File: src/rtl/rv32imf_pkg.sv
// Shared types and defaults for the register-file write-side arbiter.
package rv32imf_pkg;

  localparam int unsigned WB_ADDR_W     = 5;
  localparam int unsigned WB_DATA_W     = 32;
  localparam int unsigned WB_FIFO_DEPTH = 4;

  typedef struct packed {
    logic [WB_ADDR_W-1:0] addr;
    logic [WB_DATA_W-1:0] data;
  } wb_entry_t;

  typedef enum logic {
    WB_SRC_LSU  = 1'b0,
    WB_SRC_MDFP = 1'b1
  } wb_src_e;

endpackage

File: src/rtl/rv32imf_wb_fifo.sv
// Circular write-back queue; exposes per-slot key field and occupancy mask for pending-write lookup.
module rv32imf_wb_fifo
  import rv32imf_pkg::*;
#(
  parameter type         entry_t = wb_entry_t,
  parameter int unsigned DEPTH   = WB_FIFO_DEPTH,
  parameter int unsigned TAG_W   = WB_ADDR_W,
  localparam int unsigned PTR_W  = $clog2(DEPTH),
  localparam int unsigned CNT_W  = PTR_W + 1
) (
  input  logic             clk,
  input  logic             rst_n,
  input  logic             push,
  input  entry_t           push_data,
  input  logic             pop,
  output entry_t           head,
  output logic             full,
  output logic             empty,
  output logic [CNT_W-1:0] count,
  output logic [TAG_W-1:0] tag_o [DEPTH],
  output logic [DEPTH-1:0] valid_o
);

  localparam int unsigned ENTRY_W = $bits(entry_t);

  entry_t           mem [DEPTH];
  logic [PTR_W-1:0] rd_ptr;
  logic [PTR_W-1:0] wr_ptr;
  logic [PTR_W-1:0] offset;

  // Pointers wrap naturally because DEPTH is a power of two.
  always_ff @(posedge clk) begin
    if (!rst_n) begin
      rd_ptr <= '0;
      wr_ptr <= '0;
      count  <= '0;
    end else begin
      if (push) wr_ptr <= wr_ptr + PTR_W'(1);
      if (pop)  rd_ptr <= rd_ptr + PTR_W'(1);
      count <= count + CNT_W'(push) - CNT_W'(pop);
    end
  end

  always_ff @(posedge clk) begin
    if (push) mem[wr_ptr] <= push_data;
  end

  assign full  = (count == CNT_W'(DEPTH));
  assign empty = (count == '0);
  assign head  = mem[rd_ptr];

  // Slot i is live when its distance from the head is below the occupancy.
  always_comb begin
    offset  = '0;
    valid_o = '0;
    for (int unsigned i = 0; i < DEPTH; i++) begin
      offset     = PTR_W'(i) - rd_ptr;
      valid_o[i] = ({1'b0, offset} < count);
      tag_o[i]   = mem[i][ENTRY_W-1 -: TAG_W];
    end
  end

endmodule

File: src/rtl/rv32imf_rf_write_arbiter.sv
// Register-file write front end: ALU straight to port B, LSU/MDFP round-robin queued to port A.
module rv32imf_rf_write_arbiter
  import rv32imf_pkg::*;
#(
  parameter int unsigned ADDR_WIDTH = WB_ADDR_W,
  parameter int unsigned DATA_WIDTH = WB_DATA_W,
  parameter int unsigned FIFO_DEPTH = WB_FIFO_DEPTH
) (
  input  logic                  clk,
  input  logic                  rst_n,
  input  logic                  alu_valid_i,
  input  logic [ADDR_WIDTH-1:0] alu_addr_i,
  input  logic [DATA_WIDTH-1:0] alu_data_i,
  input  logic                  lsu_valid_i,
  input  logic [ADDR_WIDTH-1:0] lsu_addr_i,
  input  logic [DATA_WIDTH-1:0] lsu_data_i,
  output logic                  lsu_ready_o,
  input  logic                  mdfp_valid_i,
  input  logic [ADDR_WIDTH-1:0] mdfp_addr_i,
  input  logic [DATA_WIDTH-1:0] mdfp_data_i,
  output logic                  mdfp_ready_o,
  input  logic                  hold_i,
  input  logic [ADDR_WIDTH-1:0] chk_addr_i,
  output logic                  chk_hit_o,
  output logic [ADDR_WIDTH-1:0] waddr_a_o,
  output logic [DATA_WIDTH-1:0] wdata_a_o,
  output logic                  we_a_o,
  output logic [ADDR_WIDTH-1:0] waddr_b_o,
  output logic [DATA_WIDTH-1:0] wdata_b_o,
  output logic                  we_b_o,
  output logic                  busy_o
);

  localparam int unsigned CNT_W = $clog2(FIFO_DEPTH) + 1;

  typedef struct packed {
    logic [ADDR_WIDTH-1:0] addr;
    logic [DATA_WIDTH-1:0] data;
  } entry_t;

  wb_src_e               rr;
  wb_src_e               rr_next;
  logic                  lsu_hs;
  logic                  mdfp_hs;
  logic                  fifo_push;
  logic                  fifo_pop;
  logic                  fifo_full;
  logic                  fifo_empty;
  logic [CNT_W-1:0]      fifo_count;
  entry_t                push_entry;
  entry_t                head_entry;
  logic [ADDR_WIDTH-1:0] fifo_tag [FIFO_DEPTH];
  logic [FIFO_DEPTH-1:0] fifo_valid;
  logic                  hit;

  // Ready never looks at the producer's own valid, only at space, turn and the rival's valid.
  assign lsu_ready_o  = rst_n & ~fifo_full & ((rr == WB_SRC_LSU)  | ~mdfp_valid_i);
  assign mdfp_ready_o = rst_n & ~fifo_full & ((rr == WB_SRC_MDFP) | ~lsu_valid_i);
  assign lsu_hs       = lsu_valid_i & lsu_ready_o;
  assign mdfp_hs      = mdfp_valid_i & mdfp_ready_o;
  assign fifo_pop     = ~hold_i & ~fifo_empty;

  // x0 results complete their handshake but are dropped here.
  always_comb begin
    push_entry = '{addr: lsu_addr_i, data: lsu_data_i};
    fifo_push  = (lsu_hs & (lsu_addr_i != '0)) | (mdfp_hs & (mdfp_addr_i != '0));
    rr_next    = rr;
    if (mdfp_hs) push_entry = '{addr: mdfp_addr_i, data: mdfp_data_i};
    if ((lsu_hs | mdfp_hs) & lsu_valid_i & mdfp_valid_i)
      rr_next = (rr == WB_SRC_LSU) ? WB_SRC_MDFP : WB_SRC_LSU;
  end

  rv32imf_wb_fifo #(
    .entry_t (entry_t),
    .DEPTH   (FIFO_DEPTH),
    .TAG_W   (ADDR_WIDTH)
  ) u_fifo (
    .clk       (clk),
    .rst_n     (rst_n),
    .push      (fifo_push),
    .push_data (push_entry),
    .pop       (fifo_pop),
    .head      (head_entry),
    .full      (fifo_full),
    .empty     (fifo_empty),
    .count     (fifo_count),
    .tag_o     (fifo_tag),
    .valid_o   (fifo_valid)
  );

  always_comb begin
    hit = we_a_o & (waddr_a_o == chk_addr_i);
    for (int unsigned i = 0; i < FIFO_DEPTH; i++)
      hit = hit | (fifo_valid[i] & (fifo_tag[i] == chk_addr_i));
    chk_hit_o = hit & (chk_addr_i != '0);
  end

  assign busy_o = (fifo_count != '0) | we_a_o;

  // Port A address/data hold when nothing drains; port B reloads every cycle.
  always_ff @(posedge clk) begin
    if (!rst_n) begin
      rr        <= WB_SRC_LSU;
      we_a_o    <= 1'b0;
      waddr_a_o <= '0;
      wdata_a_o <= '0;
      we_b_o    <= 1'b0;
      waddr_b_o <= '0;
      wdata_b_o <= '0;
    end else begin
      rr     <= rr_next;
      we_a_o <= fifo_pop;
      if (fifo_pop) begin
        waddr_a_o <= head_entry.addr;
        wdata_a_o <= head_entry.data;
      end
      we_b_o    <= alu_valid_i & (alu_addr_i != '0);
      waddr_b_o <= alu_addr_i;
      wdata_b_o <= alu_data_i;
    end
  end

endmodule

File: config.mk
export PLATFORM = sky130hd
export DESIGN_NAME = rv32imf_rf_write_arbiter
export DESIGN_NICKNAME = d
export VERILOG_FILES = /design/src/rtl/rv32imf_pkg.sv /design/src/rtl/rv32imf_wb_fifo.sv /design/src/rtl/rv32imf_rf_write_arbiter.sv
export SDC_FILE = /design/constraint.sdc
export NUM_CORES = 1
export LEC_CHECK = 0
export ABC_AREA = 1
export CELL_PAD_IN_SITES_DETAIL_PLACEMENT = 0
export CELL_PAD_IN_SITES_GLOBAL_PLACEMENT = 1
export CORE_MARGIN = 4
export CORE_UTILIZATION = 43
export DETAILED_ROUTE_END_ITERATION = 6
export GPL_TIMING_DRIVEN = 0
export PLACE_DENSITY = 0.93
export SYNTH_ARGS = -nofsm -noshare
export SYNTH_HDL_FRONTEND = slang
export SYNTH_SLANG_ARGS = --single-unit
File: constraint.sdc
create_clock -name clk -period 10.7 [get_ports clk]
set_input_delay 2.675 -clock clk [delete_from_list [all_inputs] [get_ports clk]]
set_output_delay 2.675 -clock clk [all_outputs]
set_load 0.005 [all_outputs]
==> qor.tcl, run 1 <==
set qor(worst_ep_required_time_ns) 8.03
set qor(slowest_stage_delay_cp_ns) 0.55
set qor(cts_resized) 0
set qor(first_pass_iters) 6
set qor(fin_setup_tns_ns) 0
set qor(worst_hold_path.endpoint) {u_fifo.wr_ptr[1]}
set qor(timing.max_slew.rel_slack_pct) 52.3
set qor(row_count) 53
set qor(fp.coreArea_mm2) 0.0210
set qor(tritoncts) {yes}
set qor(finish.cell_count_without_fillers) 1282
set qor(combPwrFrac_pct) 25.2
set qor(p_clk_share_pct) 32.5
set qor(timing.critical_path.slowest_stage_cell) {sky130_fd_sc_hd__clkdlybuf4s50_1}
set qor(synth_xor_area_share_pct) 1.63
set qor(postSynthNetCount) 897
set qor(post_synth_and_or_nand_nor_area_fraction_pct) 10.2
set qor(postSynthRegisterBits) 232
set qor(path_class) {in2out}
set qor(clock_path_buffers) 3
set qor(postCtsSetupRepairBufs) 0
set qor(timing.reg2reg.worst_path_depth) 11
set qor(critical_path_arrival_ns) 4.19
set qor(ant_nets) 0
set qor(die_area_mm2) 0.0236
set qor(sw_frac_of_total_pct) 29.2
set qor(startpoint_type) {primary input}
set qor(setup_viol) 0
set qor(cts_htree_levels) 1
set qor(viasPerCell) 5.26
set qor(total_cts_buffers) 23
set qor(synth_area_mm2) 0.00914
set qor(setup.reg_to_reg.worst_slack_ns) 7.78
set qor(drt_first_iter_violations) 594
set qor(die_w_um) 154
set qor(status) {complete, no violations}
set qor(cellLeakagePower_nw) 4.66
set qor(worst-slew-pin-transition_ns) 0.714
set qor(boundary_pin_count) 202
set qor(worst_hold_path_type) {reg2reg}
set qor(dieHeight_um) 154
set qor(fin_worst_skew_ns) 0.0227
set qor(route.final.wire_length_mm) 24.5
set qor(worst-path-buf-inv) 3
set qor(regToRegStartpoint) {u_fifo.count[1]}
set qor(place.gp.congestion) 0.800
set qor(seq_area_frac_synth_pct) 67.0
set qor(post-dp-hpwl_mm) 16.8
set qor(nNetsFinal) 1122
set qor(maximum_number_of_pins_on_one_net_before_global_route_repair) 25
set qor(global_route_wire_length_before_repair_mm) 37.9
set qor(clkTransAtPathRegs_ns) 0.06
set qor(number_of_global_route_vias_before_repair) 7038
set qor(cts.sink_count) 232
set qor(total_congestion_overflow_after_global_routing) 0
set qor(post_synth.cell_area_avg_um2) 12.0
set qor(synthesis.yosys.warnings) 0
set qor(synth_top_family_by_area) {simple AND/OR/NAND/NOR gates}
set qor(count_of_hold_buffers_inserted_by_post_cts_repair) 0
set qor(p_sw_uw) 785
set qor(sequentialPowerShare_pct) 42.3
set qor(routed_wire_length_per_instance_um) 19.1
set qor(dpl.cell_count) 1239
set qor(vdd.ir_drop.worst_mv) 0.119
set qor(synthToLayoutAreaGrowth_pct) 35.7
set qor(dr_total_vias) 6749
set qor(ctsRootBufferMaster) {sky130_fd_sc_hd__clkbuf_16}
set qor(timing.critical_path.max_delay_family) {buffers and inverters}
set qor(post-route-period-util_pct) 64.2
set qor(initial_cell_density_of_the_core_pct) 43.6
set qor(netlist_instances) 764
set qor(final_layout_size_suffix_gt1_share_pct) 8.15
set qor(critical_path_peak_fanout) 6
set qor(grt_use_total_pct) 20.0
set qor(grt_antenna_before_repair) 1
set qor(timing_max_transition_violations_final) 0
set qor(endpoint_kind) {output port}
set qor(port_buffers) 196
set qor(timing.hold.worst_path_depth) 2
set qor(cp_cell_sequence) {clkbuf_1 -> inv_2 -> nand2_1 -> nand2_1 -> nor2_1 -> nand3_1 -> nor2_1 -> nor2_1 -> a21oi_1 -> clkdlybuf4s50_1}
set qor(holdCritStartpoint) {u_fifo.wr_ptr[1]}
set qor(timing_hold_violations_final) 0
set qor(drc) 0
set qor(crit_top_cell) {sky130_fd_sc_hd__nor2_1}
set qor(yosys.area_share.adder_pct) 1.59
set qor(clock_insertion_delay_worst_skew_ns) 0.51
set qor(n_fill_cell) 1668
set qor(rsz_0062_raised_after_global_routing) {false}
set qor(max_freq_mhz) 146
set qor(max_cap_viol_count) 0
set qor(worst_hold_slack_across_all_endpoints_ns) 0.524
set qor(synth.mux.area_fraction_pct) 4.19
set qor(synth_compound_gate_area_share_pct) 9.75
set qor(post-route-min-period_ns) 6.87
set qor(pwr_density_cell_mw_per_mm2) 217
set qor(crit-reg2reg-capture) {u_fifo.count[2]}
set qor(synth.distinct_cells) 29
set qor(intPower_mw) 1.90
[area by class of cell]
class                   count  area, um^2  share of cell area (%)
diodes                      1        2.50                  0.0202
plain buffers              50         223                    1.80
clock buffers              24         579                    4.67
clock inverters            18         245                    1.98
inverters                  78         293                    2.36
multi-input cells         404        2530                    20.4
flip-flops and latches    232        6130                    49.4
well taps                 275         344                    2.78
repair buffers            200        2060                    16.6
[Yosys cell counts]
master | count | area share [%]
sky130_fd_sc_hd__mux2_1 | 34 | 4.2
sky130_fd_sc_hd__nand3_1 | 82 | 4.5
sky130_fd_sc_hd__o21ai_1 | 42 | 2.3
sky130_fd_sc_hd__buf_1 | 3 | 0.12
sky130_fd_sc_hd__nor2_1 | 31 | 1.3
sky130_fd_sc_hd__o21ai_0 | 4 | 0.22
sky130_fd_sc_hd__nand3_2 | 1 | 0.11
sky130_fd_sc_hd__nor3_1 | 4 | 0.22
sky130_fd_sc_hd__clkbuf_1 | 21 | 0.86
sky130_fd_sc_hd__a22oi_1 | 37 | 3.0
sky130_fd_sc_hd__edfxtp_1 | 148 | 49
sky130_fd_sc_hd__nor3_2 | 1 | 0.11
sky130_fd_sc_hd__dfxtp_1 | 84 | 18
sky130_fd_sc_hd__ha_1 | 10 | 1.4
sky130_fd_sc_hd__nor2_2 | 1 | 0.068
sky130_fd_sc_hd__fa_1 | 1 | 0.22
sky130_fd_sc_hd__inv_2 | 7 | 0.29
sky130_fd_sc_hd__nand2_1 | 88 | 3.6
sky130_fd_sc_hd__nand4_1 | 1 | 0.068
sky130_fd_sc_hd__xor2_1 | 7 | 0.67
sky130_fd_sc_hd__a41oi_1 | 37 | 3.5
sky130_fd_sc_hd__a21oi_1 | 10 | 0.55
sky130_fd_sc_hd__nor3b_1 | 1 | 0.082
sky130_fd_sc_hd__nand4_2 | 1 | 0.14
sky130_fd_sc_hd__buf_4 | 1 | 0.082
sky130_fd_sc_hd__buf_2 | 25 | 1.4
sky130_fd_sc_hd__o21ai_2 | 1 | 0.096
sky130_fd_sc_hd__xnor2_1 | 10 | 0.96
sky130_fd_sc_hd__inv_1 | 71 | 2.9
[how the worst max path moves through the flow]
stage / start / end / slack [ns] / depth (start not counted)
after CTS: chk_addr_i[1] / chk_hit_o / 3.83 / 10
final: chk_addr_i[1] / chk_hit_o / 3.83 / 10
after detailed placement: chk_addr_i[1] / chk_hit_o / 3.85 / 10
after global routing: chk_addr_i[4] / chk_hit_o / 3.61 / 10
after floorplan: chk_addr_i[1] / chk_hit_o / 4.54 / 9
after global placement: lsu_valid_i / u_fifo.mem[3][28] / 3.49 / 6
[registers in the layout, indices dropped and copies added (netlist names)]
signal,count
u_fifo.rd_ptr,2
wdata_a_o,32
u_fifo.wr_ptr,2
rr,1
wdata_b_o,32
u_fifo.count,3
u_fifo.mem,148
we_b_o,1
we_a_o,1
waddr_a_o,5
waddr_b_o,5
[metrics by stage]
step	instance area, um^2	power [mW]	worst slack (ns)	utilization, %
after global placement	11400	1.79	3.49	54.6
after detailed placement	11600	1.82	3.85	55.2
final	12400	2.69	3.83	59.2
after global routing	12400	2.81	3.61	59.2
after floorplan	9140	1.49	4.54	-
after CTS	12400	2.70	3.83	59.1
[power by group through the flow]
stage | Clock (mW) | Sequential, mW | Combinational [mW]
final | 0.873 | 1.14 | 0.679
after global routing | 0.919 | 1.15 | 0.744
after CTS | 0.883 | 1.14 | 0.679
after detailed placement | 0 | 1.15 | 0.668
after global placement | 0 | 1.15 | 0.638
after floorplan | 0 | 1.14 | 0.344
[worst reg2reg max path, stage by stage (launching register included)]
cell,delay [ns]
sky130_fd_sc_hd__dfxtp_1,0.46
sky130_fd_sc_hd__nor3_2,0.10
sky130_fd_sc_hd__nor2_2,0.30
sky130_fd_sc_hd__clkbuf_1,0.46
sky130_fd_sc_hd__ha_1,0.33
sky130_fd_sc_hd__inv_1,0.06
sky130_fd_sc_hd__ha_1,0.13
sky130_fd_sc_hd__inv_1,0.06
sky130_fd_sc_hd__fa_1,0.37
sky130_fd_sc_hd__xor2_1,0.18
sky130_fd_sc_hd__o21ai_0,0.27
sky130_fd_sc_hd__a21oi_1,0.08
[cells in the final DEF (no fill, tap or decap), types with 6 or more instances in the layout]
| master | instances |
|---|---|
| sky130_fd_sc_hd__nor2_1 | 27 |
| sky130_fd_sc_hd__clkdlybuf4s50_1 | 196 |
| sky130_fd_sc_hd__o21ai_1 | 42 |
| sky130_fd_sc_hd__mux2_1 | 34 |
| sky130_fd_sc_hd__edfxtp_1 | 148 |
| sky130_fd_sc_hd__nand2_1 | 88 |
| sky130_fd_sc_hd__clkbuf_1 | 22 |
| sky130_fd_sc_hd__clkbuf_16 | 23 |
| sky130_fd_sc_hd__bufinv_16 | 6 |
| sky130_fd_sc_hd__ha_1 | 10 |
| sky130_fd_sc_hd__xnor2_1 | 10 |
| sky130_fd_sc_hd__nand3_1 | 82 |
| sky130_fd_sc_hd__a41oi_1 | 37 |
| sky130_fd_sc_hd__a22oi_1 | 37 |
| sky130_fd_sc_hd__dfxtp_1 | 84 |
| sky130_fd_sc_hd__inv_2 | 7 |
| sky130_fd_sc_hd__buf_2 | 25 |
| sky130_fd_sc_hd__xor2_1 | 7 |
| sky130_fd_sc_hd__inv_1 | 71 |
| sky130_fd_sc_hd__a21oi_1 | 10 |
[logic make-up (layout without fill, tap and decap cells)]
| kind of cell | Yosys count | count (layout) |
|---|---|---|
| multiplexers | 34 | 34 |
| XOR/XNOR | 17 | 17 |
| AO/OA/AOI/OAI | 131 | 131 |
| AND/OR/NAND/NOR | 211 | 211 |
| flip-flops | 232 | 232 |
| buffers and inverters | 128 | 370 |
| other | 0 | 1 |
| adder cells (fa/ha/maj) | 11 | 11 |
[metal layers]
metal	track usage (%)	vias to the layer above	routed length, um
li1	-	3176	-
met1	25.1	3244	9600
met2	35.1	277	12600
met3	3.12	52	1630
met4	7.32	0	652
met5	0	-	0
(Power assumes the default switching activity.)
==> inputs of run 2 (changes only) <==
- CORE_UTILIZATION: 43 -> 40
- PLACE_DENSITY: 0.93 -> 0.88
- clock period: 10.7 -> 6.4 ns (I/O delays scaled with it)
==> run 2 against run 1 <==
Via count shrank 1.6%. Clock skew down 0.013 ns. Final cell count is 1.1% higher. Count of clock-buffer cells in the layout rose by 6. Largest cell class unchanged. Clock power up 62%. Non-clock buffer count unchanged. Worst hold slack worse by 0.0015 ns. Combinational power is 65% higher. Sequential share of layout area hardly changed.
==> qor.tcl, run 2 (synthesis gave the netlist of run 1 again) <==
set qor(cts_resized) 0 ;# unchanged
set qor(max_freq_mhz) 211
set qor(path_class) {in2out}
set qor(post-route-min-period_ns) 4.74
set qor(first_pass_iters) 5 ;# -1
set qor(fin_worst_skew_ns) 0.00984 ;# -0.0128 ns
set qor(critical_path_peak_fanout) 6 ;# unchanged
set qor(biggestRegsByFlops) {u_fifo.mem (148), wdata_a_o (32), wdata_b_o (32)}
set qor(finish.cell_count_without_fillers) 1296 ;# +1.1%
set qor(pwr_density_cell_mw_per_mm2) 357 ;# +65%
set qor(drc) 0 ;# unchanged
set qor(grt_antenna_before_repair) 1 ;# unchanged
set qor(grt_use_total_pct) 18.4 ;# -1.6 points
set qor(final_layout_size_suffix_gt1_share_pct) 8.42 ;# +0.26 points
set qor(routed_wire_length_per_instance_um) 18.6 ;# -2.8%
set qor(timing.max_slew.rel_slack_pct) 52.4 ;# +0.14 points
set qor(cellLeakagePower_nw) 4.66 ;# about the same
set qor(largest_register_ffs) 148 ;# unchanged
set qor(max_cap_viol_count) 0 ;# unchanged
set qor(mostFrequentLayoutCell) {sky130_fd_sc_hd__clkdlybuf4s50_1}
set qor(rsz_0062_raised_after_global_routing) {false}
set qor(worst_hold_slack_across_all_endpoints_ns) 0.523 ;# -0.00145 ns
set qor(count_of_hold_buffers_inserted_by_post_cts_repair) 0 ;# unchanged
set qor(nNetsFinal) 1124 ;# +0.18%
set qor(cts.sink_count) 232 ;# unchanged
set qor(dr_total_vias) 6638 ;# -1.6%
set qor(post_placement_worst_setup_slack_ns) 1.66 ;# -2.19 ns
set qor(final_cell_area_mm2) 0.0124 ;# about the same
set qor(setup_viol) 0 ;# unchanged
set qor(place.gp.congestion) 0.828 ;# +3.4%
set qor(clock_insertion_delay_worst_skew_ns) 0.53 ;# +0.02 ns
set qor(worst_ep_required_time_ns) 4.80 ;# -3.23 ns
set qor(timing.reg2reg.worst_path_depth) 11 ;# unchanged
set qor(maximum_number_of_pins_on_one_net_before_global_route_repair) 22 ;# -12%
set qor(fp.coreArea_mm2) 0.0226 ;# +7.7%
set qor(cts_htree_levels) 1 ;# unchanged
set qor(timing.hold.worst_path_depth) 2 ;# unchanged
set qor(worst-slew-pin-transition_ns) 0.712 ;# -0.00213 ns
set qor(total_cts_buffers) 25 ;# +8.7%
set qor(status) {complete, no violations}
set qor(finalCoreUtilization_pct) 54.9 ;# -4.2 points
set qor(post-route-worst-setup-slack_ns) 1.66 ;# -2.17 ns
set qor(mostFrequentLayoutCells) {sky130_fd_sc_hd__clkdlybuf4s50_1 (196), sky130_fd_sc_hd__edfxtp_1 (148), sky130_fd_sc_hd__nand2_1 (88)}
set qor(fin_setup_tns_ns) 0 ;# unchanged
set qor(route.final.wire_length_mm) 24.1 ;# -1.8%
set qor(number_of_global_route_vias_before_repair) 6821 ;# -3.1%
set qor(vdd.ir_drop.worst_mv) 0.220 ;# +85%
set qor(clock_path_buffers) 3 ;# unchanged
set qor(post-route-period-util_pct) 74.1
set qor(endpoint_kind) {output port}
set qor(critical_path_arrival_ns) 3.14 ;# -1.05 ns
set qor(viasPerCell) 5.12 ;# -2.7%
set qor(dpl.cell_count) 1249 ;# +0.81%
set qor(ant_nets) 0 ;# unchanged
set qor(post-dp-hpwl_mm) 16.8 ;# +0.13%
set qor(worst_hold_path_type) {reg2reg}
set qor(synthToLayoutAreaGrowth_pct) 35.7 ;# about the same
set qor(ctsRootBufferMaster) {sky130_fd_sc_hd__clkbuf_16}
set qor(timing_max_transition_violations_final) 0 ;# unchanged
set qor(port_buffers) 196 ;# unchanged
set qor(total_congestion_overflow_after_global_routing) 0 ;# unchanged
set qor(boundary_pin_count) 202 ;# unchanged
set qor(clkTransAtPathRegs_ns) 0.06 ;# about the same
set qor(registers.top_by_ff_count) {u_fifo.mem}
set qor(tritoncts) {yes}
set qor(post-layout-total-power_mw) 4.43 ;# +65%
set qor(startpoint_type) {primary input}
set qor(timing_hold_violations_final) 0 ;# unchanged
set qor(initial_cell_density_of_the_core_pct) 40.5 ;# -3.1 points
set qor(die_area_mm2) 0.0253 ;# +7.1%
set qor(dpl_cell_area_mm2) 0.0116 ;# +0.11%
set qor(drt_first_iter_violations) 629 ;# +5.9%
set qor(die_w_um) 159 ;# +3.5%
set qor(row_count) 55 ;# +3.8%
set qor(postCtsSetupRepairBufs) 0 ;# unchanged
set qor(global_route_wire_length_before_repair_mm) 37.2 ;# -1.9%
set qor(dieHeight_um) 159 ;# +3.5%
set qor(n_fill_cell) 1897 ;# +14%
## run 2: area by class of cell
cell class                 count  area [um^2]  area share [%]
sequential                   232         6130            49.4
multi-input combinational    404         2530            20.4
timing repair buffer         200         2060            16.6
clock buffer                  30          654            5.28
tap                          285          357            2.88
inverter                      78          293            2.36
buffer                        50          223            1.80
clock inverter                16          163            1.31
antenna                        1         2.50          0.0202
## run 2: path summary, 6_finish.rpt
path	to	slack (ns)	from
min	u_fifo.wr_ptr[1]	0.52	u_fifo.wr_ptr[1]
max reg2reg	u_fifo.count[2]	3.65	u_fifo.count[0]
max	chk_hit_o	1.66	chk_addr_i[1]
min reg2reg	u_fifo.wr_ptr[1]	0.52	u_fifo.wr_ptr[1]
## run 2: metal layers
| layer | vias up | part of all wire (%) | global-route usage (%) |
|---|---|---|---|
| met5 | - | 0 | 0 |
| met4 | 0 | 3.1 | 7.18 |
| met3 | 62 | 6.4 | 3.03 |
| met2 | 234 | 51 | 32.2 |
| met1 | 3160 | 40 | 23.0 |
| li1 | 3182 | - | - |
## run 2: power breakdown
| group | internal (mW) | leakage (nW) | switching (mW) | total (mW) |
|---|---|---|---|---|
| clock network | 0.820 | 0.390 | 0.594 | 1.41 |
| logic | 0.486 | 2.22 | 0.630 | 1.12 |
| registers | 1.79 | 2.04 | 0.103 | 1.90 |
## run 2: worst max-delay path, stage by stage
cell and delay (ns):
sky130_fd_sc_hd__clkbuf_1 0.28, sky130_fd_sc_hd__inv_2 0.10, sky130_fd_sc_hd__nand2_1 0.07, sky130_fd_sc_hd__nand2_1 0.06
sky130_fd_sc_hd__nor2_1 0.12, sky130_fd_sc_hd__nand3_1 0.10, sky130_fd_sc_hd__nor2_1 0.09, sky130_fd_sc_hd__nor2_1 0.05
sky130_fd_sc_hd__a21oi_1 0.11, sky130_fd_sc_hd__clkdlybuf4s50_1 0.56
